[config.mk]
export PLATFORM = sky130hd
export DESIGN_NAME = instr_fetch_unit
export DESIGN_NICKNAME = d
export VERILOG_FILES = /design/src/rtl/instr_fetch_unit.sv
export SDC_FILE = /design/constraint.sdc
export NUM_CORES = 2
export LEC_CHECK = 0
export CAP_MARGIN = 20
export CORE_UTILIZATION = 59
export CTS_BUF_LIST = sky130_fd_sc_hd__clkbuf_8
export CTS_CLUSTER_DIAMETER = 60
export DETAILED_ROUTE_END_ITERATION = 8
export GPL_ROUTABILITY_DRIVEN = 0
export PLACE_DENSITY = 0.78
export SLEW_MARGIN = 10
export SYNTH_ARGS = -nofsm -noshare
export SYNTH_HDL_FRONTEND = slang
export SYNTH_SLANG_ARGS = --single-unit
[constraint.sdc]
create_clock -name clk -period 4.5 [get_ports clk]
set_input_delay 0.45 -clock clk [delete_from_list [all_inputs] [get_ports clk]]
set_output_delay 0.45 -clock clk [all_outputs]
set_load 0.01 [all_outputs]
[src/rtl/instr_fetch_unit.sv]
// Fetch stage of the 8-bit single-cycle CPU: program counter, 256x8 instruction
// memory with a load port, run/halt sequencer and a saturating retired-instruction counter.
module instr_fetch_unit #(
  parameter int ADDR_W = 8,
  parameter int CNT_W  = 16
) (
  input  logic              clk,
  input  logic              reset_n,
  input  logic              load_we,
  input  logic [ADDR_W-1:0] load_addr,
  input  logic [7:0]        load_data,
  input  logic              start,
  input  logic              stall,
  input  logic              branch,
  output logic [ADDR_W-1:0] pc,
  output logic [7:0]        instr,
  output logic              instr_valid,
  output logic              halted,
  output logic [CNT_W-1:0]  retired
);

  localparam int DEPTH = 1 << ADDR_W;

  typedef enum logic [1:0] {IDLE, RUN, HALT} state_t;

  state_t            state_reg;
  logic [ADDR_W-1:0] pc_reg;
  logic [CNT_W-1:0]  retired_reg;
  logic              instr_valid_reg;
  logic              halted_reg;

  logic [7:0]        mem [DEPTH];

  logic [5:0]        off;
  logic              jump_self;
  logic [ADDR_W-1:0] pc_inc;
  logic [ADDR_W-1:0] pc_target;
  logic [CNT_W-1:0]  retired_inc;

  // Instruction read is combinational so the decoder sees mem[pc] in the same cycle.
  assign instr       = mem[pc_reg];
  assign off         = instr[5:0];
  assign jump_self   = &off;
  assign pc_inc      = pc_reg + ADDR_W'(1);
  assign pc_target   = pc_inc + {{(ADDR_W-6){off[5]}}, off};
  assign retired_inc = (&retired_reg) ? retired_reg : retired_reg + CNT_W'(1);

  always_ff @(posedge clk) begin
    if (state_reg == IDLE && load_we) begin
      mem[load_addr] <= load_data;
    end
  end

  always_ff @(posedge clk or negedge reset_n) begin
    if (!reset_n) begin
      state_reg       <= IDLE;
      pc_reg          <= '0;
      retired_reg     <= '0;
      instr_valid_reg <= 1'b0;
      halted_reg      <= 1'b0;
    end else begin
      case (state_reg)
        IDLE, HALT: begin
          if (start) begin
            state_reg       <= RUN;
            pc_reg          <= '0;
            retired_reg     <= '0;
            instr_valid_reg <= 1'b1;
            halted_reg      <= 1'b0;
          end
        end
        RUN: begin
          if (!stall) begin
            retired_reg <= retired_inc;
            if (branch && jump_self) begin
              // A jump to itself is the program's way of saying it is done.
              state_reg       <= HALT;
              instr_valid_reg <= 1'b0;
              halted_reg      <= 1'b1;
            end else if (branch) begin
              pc_reg <= pc_target;
            end else begin
              pc_reg <= pc_inc;
            end
          end
        end
        default: begin
          state_reg       <= IDLE;
          instr_valid_reg <= 1'b0;
          halted_reg      <= 1'b0;
        end
      endcase
    end
  end

  assign pc          = pc_reg;
  assign retired     = retired_reg;
  assign instr_valid = instr_valid_reg;
  assign halted      = halted_reg;

endmodule

==> out/qor.csv <==
stage;metric;value;unit
global_routing;grt_max_degree;170;
timing;fmax;194.8;MHz
floorplan;design.portCount;56;
clocking;cts_buffers;327;
synth;synth.most_common_cell;edfxtp_1;
setup_path;r2r_setup_slack;-0.37;ns
synth;synth.top_cell.area_share;75.38;%
setup_path;r2r_start;pc[0]$_DFFE_PN0P_;
timing;setup_repair_after_global_routing_missed_its_margin;true;
timing;hold_ws;0.06198;ns
setup_path;critPathBufInv;6;
global_routing;grt_pass1_wl;320.7;mm
route;route.detailed.wl_per_inst;34.10;µm
clocking;clkTransAtPathRegs;0.06;ns
synth;post_synth_most_frequent_cells;2048 x edfxtp_1, 491 x mux4_2, 310 x nor2_1;
setup_path;slowest_stage;mux4_2;
synth;synth_enable_flop_cells;2048;
clocking;cts_sinks;2075;
floorplan;initial_core_utilization;59.41;%
synth;postSynthRegisterBits;2075;
cells_and_area;area.growth.synth_to_final;16.76;%
floorplan;chip_width;373.9;µm
synth;synth.area.top_cells;edfxtp_1 75%, mux4_2 14%, mux2i_1 2.3%;
synth;post_synth_num_cell_types;73;
synth;synth_sequential_area_ratio;76.21;%
timing;finalCriticalPeriod;5.135;ns
setup_path;timing.critical_path.to_type;primary output;
global_routing;antenna_found_initial;13;
setup_path;crit-reg2reg-capture;pc[7]$_DFFE_PN0P_;
global_routing;grt_util_all_layers;32.65;%
floorplan;coreArea;0.1373;mm²
setup_path;timing.critical_path.fanout_max;8;
timing;final-max-slew-violation-count;0;
cells_and_area;largest_register_ffs;2048;
setup_path;path_common_cell;mux4_2;
synth;count_of_synthesis_stage_warnings_from_yosys;0;
route;drt-pass1-iter-count;6;
synth;synth_area;0.08159;mm²
worst_hold_path;min_delay_path_depth;1;
place;dp_hpwl;141.4;mm
timing;final.setup_skew;0.1080;ns
cells_and_area;final_core_utilization;69.37;%
setup_path;setup.worst_path.start_class;register;
setup_path;critical_path.startpoint;pc[1]$_DFFE_PN0P_;
route;drt_wl_total;227.4;mm
clocking;clock_tree_root;clkbuf_8;
route;drt.antenna.violating_nets;0;
cells_and_area;nNetsFinal;4675;
worst_hold_path;min_path_type;input pin to register;
setup_path;reg2reg_depth;21;
synth;synth_top_flop_cell;edfxtp_1;
clocking;clk_path_buf_depth;4;
power;pwr_density_cell;601.4;mW/mm²
status;outcome;complete, but fails checks;
floorplan;fp.dieH;373.9;µm
power;worst_ir_drop_vdd;0.5278;mV
synth;postSynthAreaPerCell;20.83;µm²
floorplan;fp.dieArea;0.1398;mm²
status;violations_in_the_final_reports;setup timing;
clocking;clock_tree_from_tritoncts;yes;
setup_path;critical_path.cell_chain;buf_12, buf_4, buf_6, buf_4, buf_4, mux4_2, mux4_2, mux4_2, mux4_2, buf_6;
global_routing;grt_pass1_vias;44710;
worst_hold_path;hold_path.startpoint;load_data[2];
setup_path;timing.setup.critical_path_class;register to primary output;
route;drt_drc_violations_left;0;
setup_path;data_required_critical_path;4.05;ns
timing;final-setup-viol-count;13;
route;detailroute.via_count;45493;
place;io_buffers;55;
timing;timing.final.ws_setup;-0.6346;ns
setup_path;timing.critical_path.arrival;4.68;ns
power;total_power_draw;57.29;mW
timing;setup-tns-final;-3.144;ns
timing;layout_worst_path_cycle_share;114.1;%
flow_run;drv_cap;0;
route;vias_per_cell;6.822;
global_routing;grt_overflow;0;
timing;max_slew.worst_pin.slew;1.246;ns
timing;hold_viol_final;0;
timing;max-slew-margin-rel;16.91;%
cells_and_area;final_layout_size_suffix_gt1_share;32.85;%
clocking;ctsHtreeMaxLevel;5;
synth;netlist_instances;3916;
power;static_leakage;31.15;nW
floorplan;placementRows;136;
setup_path;cpPeakStageDelay;0.65;ns
synth;synth.net_count;3948;
worst_hold_path;holdPathEnd;mem[132][2]$_DFFE_PP_;
route;drtIter0Drc;7668;
setup_path;cpLargestDelayFamily;multiplexers;
synth;synth_top_cell_by_area;edfxtp_1;
synth;postSynth.asyncResetShare;1.301;%
clocking;worst_skew_pair.late_latency;1.06;ns
==> repair_timing <==
action | in CTS | in global routing
gates resized for setup | 205 | 89
gates cloned | 9 | 0
pin swaps | 30 | 52
endpoints found under the setup margin | 15 | 17
buffers inserted | 73 | 27
hold buffers | 2 | 1
hold endpoints to repair | 40 | 8
==> per-stage QoR <==
step	instance area (µm²)	std cells	setup slack, ns
after floorplan	81590	3916	0.03777
after global placement	87260	6004	-0.5523
after detailed placement	87260	6004	-0.5959
after CTS	94690	6636	-0.6352
after global routing	95240	6661	-0.6679
final	95260	6669	-0.6346
==> report_power, final <==
group          internal [mW]  switching [mW]
clock network           7.36            7.12
registers               21.3           0.180
logic                   9.96            11.4
total                   38.6            18.7
==> cell type report <==
cell class              instances  area [µm²]
diodes                         10       25.02
clock buffers                 340        4679
clock inverters               211        1056
fillers                      7638       42070
inverters                      25       103.9
multi-input cells            1586       18660
flip-flops and latches       2075       62190
well taps                    1794        2245
repair buffers                628        6296
==> layer usage <==
layer	up-vias	track usage [%]	part of all wire [%]
li1	17739	-	-
met5	-	0	0.020
met4	8	16.42	6.1
met3	770	9.925	15
met2	4029	48.86	45
met1	22947	44.03	33
==> worst register-to-register path, delay by kind of cell (launching register included) <==
family | cells | cell delay (ns)
AOI/OAI and AO/OA | 11 | 2.10
buffers and inverters | 5 | 0.75
muxes | 2 | 0.74
DFF | 1 | 0.53
adders and majority gates | 1 | 0.25
and+or+nand+nor | 1 | 0.20
xor gates and xnor gates | 1 | 0.19
==> logic make-up after synthesis <==
| family | share of synthesized area [%] |
|---|---|
| compound gates | 2.724 |
| xor+xnor | 0.2147 |
| fa+ha+maj | 0.1626 |
| buf+inv | 1.787 |
| flops | 76.21 |
| mux | 16.00 |
| simple gates | 2.902 |
==> layout by cell type (no fill, tap or decap), types with 31 or more instances in the layout <==
| master | synthesis | routed |
|---|---|---|
| buf_4 | 42 | 438 |
| buf_12 | 2 | 62 |
| nand2_1 | 122 | 116 |
| clkdlybuf4s50_1 | 0 | 39 |
| edfxtp_1 | 2048 | 2048 |
| nand3_1 | 46 | 41 |
| nor2_1 | 310 | 306 |
| mux4_2 | 491 | 491 |
| a21oi_1 | 56 | 48 |
| mux2i_1 | 185 | 175 |
| inv_1 | 21 | 103 |
| a22oi_1 | 33 | 31 |
| clkinv_1 | 1 | 74 |
| buf_6 | 21 | 47 |
| o21ai_0 | 43 | 32 |
| clkbuf_8 | 0 | 347 |
==> worst max path at each step <==
| stage | to | cells after the start |
|---|---|---|
| floorplan | pc[7]$_DFFE_PN0P_ | 20 |
| global route | instr[7] | 9 |
| global placement | pc[7]$_DFFE_PN0P_ | 21 |
| detailed placement | pc[7]$_DFFE_PN0P_ | 21 |
| CTS | instr[7] | 9 |
| finish | instr[7] | 10 |
(Power assumes the default switching activity.)
